[src/rtl/fp_shift_pkg.sv]
// Shared types and constants for the shifter sequencer.
// Widths match the external 24-bit count_shifter and its 5-bit counter.
// align_shift() computes the clamped right-shift count for alignment.
package fp_shift_pkg;

  localparam int WIDTH     = 24;
  localparam int EXP_W     = 8;
  localparam int CNT_W     = 5;
  localparam int MAX_SHIFT = 25;
  localparam int TIMEOUT   = 32;
  localparam int WD_W      = $clog2(TIMEOUT);

  typedef enum logic [1:0] {
    S_IDLE  = 2'd0,
    S_LOAD  = 2'd1,
    S_SHIFT = 2'd2,
    S_DONE  = 2'd3
  } state_t;

  localparam logic SRC_ALIGN = 1'b0;
  localparam logic SRC_NORM  = 1'b1;

  // Exponent difference clamped to MAX_SHIFT; a reversed pair yields zero.
  function automatic logic [CNT_W-1:0] align_shift(input logic [EXP_W-1:0] eb,
                                                   input logic [EXP_W-1:0] es);
    logic [EXP_W-1:0] diff;
    diff = eb - es;
    if (eb < es)
      return '0;
    else if (diff > EXP_W'(MAX_SHIFT))
      return CNT_W'(MAX_SHIFT);
    else
      return diff[CNT_W-1:0];
  endfunction

endpackage

[src/rtl/lzc24.sv]
// Leading-zero counter for a 24-bit mantissa.
// Purely combinational, zero latency.
// All-zero input reports count 0 with the zero flag set.
module lzc24
  import fp_shift_pkg::*;
(
  input  logic [WIDTH-1:0] data,
  output logic [CNT_W-1:0] count,
  output logic             zero
);

  // Scan upward so the highest set bit is the last one to write the count.
  always_comb begin
    count = '0;
    zero  = (data == '0);
    for (int i = 0; i < WIDTH; i++) begin
      if (data[i]) count = CNT_W'(WIDTH - 1 - i);
    end
  end

endmodule

[src/rtl/fp_shifter_sequencer.sv]
// Arbitrates alignment and normalisation requests onto one count_shifter.
// Grant cycle t: zero-count result at t+1, otherwise at t+N+3.
// Requests stay pending while busy; a watchdog bounds time spent waiting on the shifter.
module fp_shifter_sequencer
  import fp_shift_pkg::*;
(
  input  logic             Clk,
  input  logic             Clear,
  input  logic             align_req,
  input  logic [EXP_W-1:0] align_eb,
  input  logic [EXP_W-1:0] align_es,
  input  logic [WIDTH-1:0] align_mant,
  input  logic             norm_req,
  input  logic [WIDTH-1:0] norm_mant,
  output logic             align_gnt,
  output logic             norm_gnt,
  output logic             busy,
  output logic             res_valid,
  output logic             res_src,
  output logic [WIDTH-1:0] res_mant,
  output logic             res_guard,
  output logic             res_round,
  output logic             res_sticky,
  output logic [CNT_W-1:0] res_shamt,
  output logic             res_zero,
  output logic             err,
  output logic             sh_load,
  output logic [7:0]       sh_count,
  output logic             sh_dir,
  output logic [WIDTH-1:0] sh_data,
  input  logic             sh_done,
  input  logic [WIDTH-1:0] sh_result,
  input  logic             sh_guard,
  input  logic             sh_round,
  input  logic             sh_sticky
);

  state_t           state;
  logic             last_src;
  logic             op_src;
  logic             op_zero;
  logic [WIDTH-1:0] op_mant;
  logic [CNT_W-1:0] op_cnt;
  logic [WD_W-1:0]  wd_cnt;

  logic [CNT_W-1:0] norm_lz;
  logic             norm_allz;
  logic             pick_norm;
  logic             gnt_pending;

  lzc24 u_lzc (
    .data  (norm_mant),
    .count (norm_lz),
    .zero  (norm_allz)
  );

  // On contention serve whichever source did not win last time.
  always_comb begin
    pick_norm = norm_req;
    if (align_req && norm_req) pick_norm = (last_src == SRC_ALIGN);
  end

  assign gnt_pending = align_gnt | norm_gnt;

  // Sequencer FSM; the grant pulse is issued from IDLE and the next edge launches the operation.
  always_ff @(posedge Clk or posedge Clear) begin
    if (Clear) begin
      state      <= S_IDLE;
      last_src   <= SRC_NORM;
      op_src     <= SRC_ALIGN;
      op_zero    <= 1'b0;
      op_mant    <= '0;
      op_cnt     <= '0;
      wd_cnt     <= '0;
      align_gnt  <= 1'b0;
      norm_gnt   <= 1'b0;
      busy       <= 1'b0;
      res_valid  <= 1'b0;
      res_src    <= 1'b0;
      res_mant   <= '0;
      res_guard  <= 1'b0;
      res_round  <= 1'b0;
      res_sticky <= 1'b0;
      res_shamt  <= '0;
      res_zero   <= 1'b0;
      err        <= 1'b0;
      sh_load    <= 1'b0;
      sh_count   <= '0;
      sh_dir     <= 1'b0;
      sh_data    <= '0;
    end else begin
      align_gnt <= 1'b0;
      norm_gnt  <= 1'b0;
      res_valid <= 1'b0;
      case (state)
        S_IDLE: begin
          if (gnt_pending) begin
            busy <= 1'b1;
            if (op_cnt == '0) begin
              // Nothing to shift: hand the operand straight back.
              state      <= S_DONE;
              res_valid  <= 1'b1;
              res_src    <= op_src;
              res_mant   <= op_mant;
              res_guard  <= 1'b0;
              res_round  <= 1'b0;
              res_sticky <= 1'b0;
              res_shamt  <= '0;
              res_zero   <= op_zero;
            end else begin
              state    <= S_LOAD;
              sh_load  <= 1'b1;
              sh_data  <= op_mant;
              sh_count <= {3'b000, op_cnt};
              sh_dir   <= op_src;
            end
          end else if (align_req || norm_req) begin
            if (pick_norm) begin
              norm_gnt <= 1'b1;
              last_src <= SRC_NORM;
              op_src   <= SRC_NORM;
              op_mant  <= norm_mant;
              op_cnt   <= norm_lz;
              op_zero  <= norm_allz;
            end else begin
              align_gnt <= 1'b1;
              last_src  <= SRC_ALIGN;
              op_src    <= SRC_ALIGN;
              op_mant   <= align_mant;
              op_cnt    <= align_shift(align_eb, align_es);
              op_zero   <= 1'b0;
              if (align_eb < align_es) err <= 1'b1;
            end
          end
        end

        S_LOAD: begin
          sh_load <= 1'b0;
          wd_cnt  <= '0;
          state   <= S_SHIFT;
        end

        S_SHIFT: begin
          // The first SHIFT cycle still sees the counter from before the load.
          if (wd_cnt != '0 && sh_done) begin
            state      <= S_DONE;
            res_valid  <= 1'b1;
            res_src    <= op_src;
            res_mant   <= sh_result;
            res_guard  <= (op_src == SRC_ALIGN) ? sh_guard  : 1'b0;
            res_round  <= (op_src == SRC_ALIGN) ? sh_round  : 1'b0;
            res_sticky <= (op_src == SRC_ALIGN) ? sh_sticky : 1'b0;
            res_shamt  <= op_cnt;
            res_zero   <= 1'b0;
          end else if (wd_cnt == WD_W'(TIMEOUT - 1)) begin
            // Shifter never reported completion: flag it and return a zero result.
            state      <= S_DONE;
            err        <= 1'b1;
            res_valid  <= 1'b1;
            res_src    <= op_src;
            res_mant   <= '0;
            res_guard  <= 1'b0;
            res_round  <= 1'b0;
            res_sticky <= 1'b0;
            res_shamt  <= op_cnt;
            res_zero   <= 1'b0;
          end else begin
            wd_cnt <= wd_cnt + 1'b1;
          end
        end

        S_DONE: begin
          state    <= S_IDLE;
          busy     <= 1'b0;
          sh_data  <= '0;
          sh_count <= '0;
          sh_dir   <= 1'b0;
        end

        default: state <= S_IDLE;
      endcase
    end
  end

endmodule

[config.mk]
export PLATFORM = sky130hd
export DESIGN_NAME = fp_shifter_sequencer
export DESIGN_NICKNAME = d
export VERILOG_FILES = /design/src/rtl/fp_shift_pkg.sv /design/src/rtl/lzc24.sv /design/src/rtl/fp_shifter_sequencer.sv
export SDC_FILE = /design/constraint.sdc
export NUM_CORES = 1
export LEC_CHECK = 0
export ABC_AREA = 1
export CORE_UTILIZATION = 35
export CTS_CLUSTER_SIZE = 20
export DETAILED_ROUTE_END_ITERATION = 8
export GPL_ROUTABILITY_DRIVEN = 0
export GPL_TIMING_DRIVEN = 0
export RECOVER_POWER = 25
export SLEW_MARGIN = 20
export SYNTH_ARGS = -nofsm -noshare
export SYNTH_HDL_FRONTEND = slang
export SYNTH_SLANG_ARGS = --single-unit
[constraint.sdc]
create_clock -name Clk -period 5.48 [get_ports Clk]
set_clock_uncertainty 0.2 [all_clocks]
set_input_delay 1.096 -clock Clk [delete_from_list [all_inputs] [get_ports Clk]]
set_output_delay 1.096 -clock Clk [all_outputs]
set_load 0.02 [all_outputs]
==> metrics.csv <==
stage,metric,value,unit
detailed_routing,route.detailed.drc,10,
cells_and_area,final_nets,922,
setup_path,reg2regPathDepth,7,
detailed_routing,drt-total-wl,16.2,mm
logic_synthesis,postSynthAreaPerCell,8.47,sq um
timing,setup-violations-final,0,
clocking,postCtsHoldBufs,0,
logic_synthesis,yosysMostFrequentCell,nand2_1,
detailed_routing,wire_per_inst,16.2,um
power_and_ir_drop,p_per_area,581,nW/um^2
floorplanning,die_h,126,um
floorplanning,ios,169,
timing,finalCritPeriodShare,63.8,%
setup_path,worstReg2RegStart,state[0]$_DFFE_PP0P_,
cells_and_area,syn_to_final_growth,42.4,%
power_and_ir_drop,ir_drop,214,uV
clocking,clockBufferDepth,2,
logic_synthesis,ys.flop_type,dfrtp_1,
detailed_routing,antenna_left,0,
timing,tightest_slew,1.83,ns
setup_path,arrival,3.50,ns
clocking,root_buffer,clkbuf_16,
power_and_ir_drop,p_leak,3.45,nW
cells_and_area,diodes,0,
placement,hpwl,13.0,mm
floorplanning,rows,44,
worst_hold_path,hold_path_class,reg -> reg,
logic_synthesis,synth_top_area_share,50.6,%
setup_path,critPathKind,in -> reg,
timing,min_period,3.49,ns
clocking,cts_buffers,9,
setup_path,path_max_fanout,5,
clocking,htree_levels,3,
outcome,violations,"DRC, capacitance limit, slew limit",
clocking,clk_pin_slew_worst_paths,0.07,ns
clocking,ctsResizeCount,0,
floorplanning,start_util,36.4,%
job,maxCapViolCount,1,
timing,max_clock_freq,286,MHz
grt,antenna_found_initial,0,
detailed_routing,drt_iter0_markers,337,
clocking,clock-sinks,109,
clocking,cts_setup_buffers,0,
clocking,clk_latency,0.34,ns
detailed_routing,vias,4872,
grt,grt_pass1_vias,5014,
logic_synthesis,yosys-top-cells-area,"dfrtp_1 (51%), nand2_1 (9.5%), inv_1 (7.7%)",
setup_path,crit_path_start_kind,primary input,
grt,grt.total_usage,21.4,%
placement,placed_area,7270,sq um
timing,final_hold_viol_count,0,
logic_synthesis,async_flop_share,100,%
detailed_routing,first_pass_iters,7,
timing,rsz0062_at_grt,no,
placement,port_buffers,165,
logic_synthesis,synth.ff_latch_count,109,
outcome,status,"finished, violations left",
cells_and_area,drive_gt1_share,6.01,%
floorplanning,die_w,126,um
logic_synthesis,synthTopCellsByCount,"nand2_1 (135), inv_1 (110), dfrtp_1 (108)",
logic_synthesis,synth_edf_count,0,
timing,slew_violations,39,
logic_synthesis,netlist_area,5350,sq um
detailed_routing,vias_per_cell,4.88,
cells_and_area,postLayoutCellArea,7610,sq um
setup_path,r2r_end,sh_data[2]$_DFFE_PP0P_,
timing,whs,0.269,ns
logic_synthesis,synth_cell_types,39,
worst_hold_path,hold_start,last_src$_DFFE_PP1P_,
logic_synthesis,synth_seq_area_share,51.1,%
worst_hold_path,hold_depth,2,
grt,grt_pass1_wl,26.1,mm
setup_path,required,5.49,ns
logic_synthesis,ys.warnings.count,0,
logic_synthesis,synth_top_area_cell,dfrtp_1,
timing,fin_tns_setup,0,ns
floorplanning,dieArea,15800,sq um
floorplanning,core_area,14700,sq um
power_and_ir_drop,total_power,4.42,mW
clocking,cts_tree,yes,
grt,overflow,0,
logic_synthesis,syn_inst,631,
setup_path,rrSetupSlack,2.60,ns
setup_path,end_kind,flop,
worst_hold_path,min_to,last_src$_DFFE_PP1P_,
grt,grt_max_degree,72,
timing,slew_headroom,-22.4,%
cells_and_area,fill_cells,1415,
[cell type report]
| class | count | area (sq um) | area share, % |
|---|---|---|---|
| clock inverter | 6 | 110 | 1.45 |
| sequential | 109 | 2730 | 35.8 |
| buffer | 25 | 118 | 1.55 |
| timing repair buffer | 166 | 1680 | 22.1 |
| inverter | 120 | 452 | 5.93 |
| tap | 184 | 230 | 3.02 |
| multi-input combinational | 379 | 2060 | 27.0 |
| clock buffer | 10 | 239 | 3.14 |
[metal layers]
metal | up-vias | share of wire (%) | global-route usage, %
met4 | 0 | 2.2 | 7.53
met3 | 21 | 5.1 | 3.08
li1 | 2420 | - | -
met5 | - | 0 | 0
met2 | 143 | 48 | 35.4
met1 | 2288 | 45 | 28.5
[placed cells by master, fill, tap and decap left out, types with 4 or more instances in the layout]
| cell | netlist | routed |
|---|---|---|
| nand2_1 | 135 | 135 |
| xor2_1 | 4 | 4 |
| o22ai_1 | 29 | 29 |
| a21oi_1 | 16 | 16 |
| clkbuf_1 | 14 | 14 |
| buf_4 | 4 | 4 |
| buf_2 | 7 | 7 |
| nand3_1 | 26 | 26 |
| o21ai_1 | 7 | 7 |
| a22oi_1 | 5 | 5 |
| clkbuf_16 | 0 | 9 |
| a31oi_1 | 26 | 26 |
| o221ai_1 | 22 | 22 |
| dfrtp_1 | 108 | 108 |
| inv_1 | 110 | 110 |
| ha_1 | 15 | 15 |
| nor2_1 | 52 | 52 |
| clkdlybuf4s50_1 | 0 | 164 |
| o21ai_0 | 13 | 13 |
| inv_2 | 8 | 7 |
[cells by family after synthesis]
| family | synth area share [%] |
|---|---|
| buffers and inverters | 10.6 |
| DFF | 51.1 |
| AOI/OAI and AO/OA | 16.4 |
| xor gates and xnor gates | 0.655 |
| and+or+nand+nor | 17.3 |
| other | 0.0702 |
| adders and majority gates | 3.89 |
[critical path, cell delays in order]
cell	delay (ns)
clkdlybuf4s50_1	0.46
ha_1	0.13
inv_1	0.06
fa_1	0.40
a21oi_1	0.21
o21bai_2	0.10
a21oi_2	0.16
o21ai_2	0.07
nor2_1	0.08
o21ai_1	0.07
a21oi_1	0.12
nor3b_4	0.26
nand2_1	0.09
nand3_1	0.09
o221ai_1	0.11
[where the power goes]
part	switching [mW]	internal, mW
combinational	1.33	0.909
clock	0.288	0.458
sequential	0.246	1.19
[how the worst max path moves through the flow]
stage,from,end,slack [ns],cells after the start
after floorplan,Clear,align_gnt$_DFF_PP0_,1.31,1
after global placement,Clear,sh_data[10]$_DFFE_PP0P_,-0.24,2
after detailed placement,align_es[0],op_cnt[4]$_DFFE_PP0P_,1.61,15
after CTS,align_es[0],op_cnt[4]$_DFFE_PP0P_,1.99,15
after global routing,align_eb[0],op_cnt[4]$_DFFE_PP0P_,1.73,16
final,align_es[0],op_cnt[4]$_DFFE_PP0P_,1.99,15
[registers in the layout, summed over array words and instances, names as in the netlist]
signal / cells
err: 1
res_guard: 1
res_valid: 1
op_zero: 1
op_mant: 24
last_src: 1
op_src: 1
wd_cnt: 5
state: 2
sh_data: 24
res_src: 1
sh_load: 1
busy: 1
op_cnt: 5
norm_gnt: 1
res_shamt: 5
res_zero: 1
res_sticky: 1
res_round: 1
sh_count: 5
sh_dir: 1
res_mant: 24
align_gnt: 1
[per-stage QoR]
step / std cells / setup WS [ns] / utilization [%]
floorplan: 633 / 1.31 / -
finish: 999 / 1.99 / 51.8
CTS: 999 / 1.99 / 51.8
global placement: 982 / -0.239 / 49.2
global route: 999 / 1.73 / 51.8
detailed placement: 983 / 1.61 / 49.4
(Power assumes the default switching activity.)
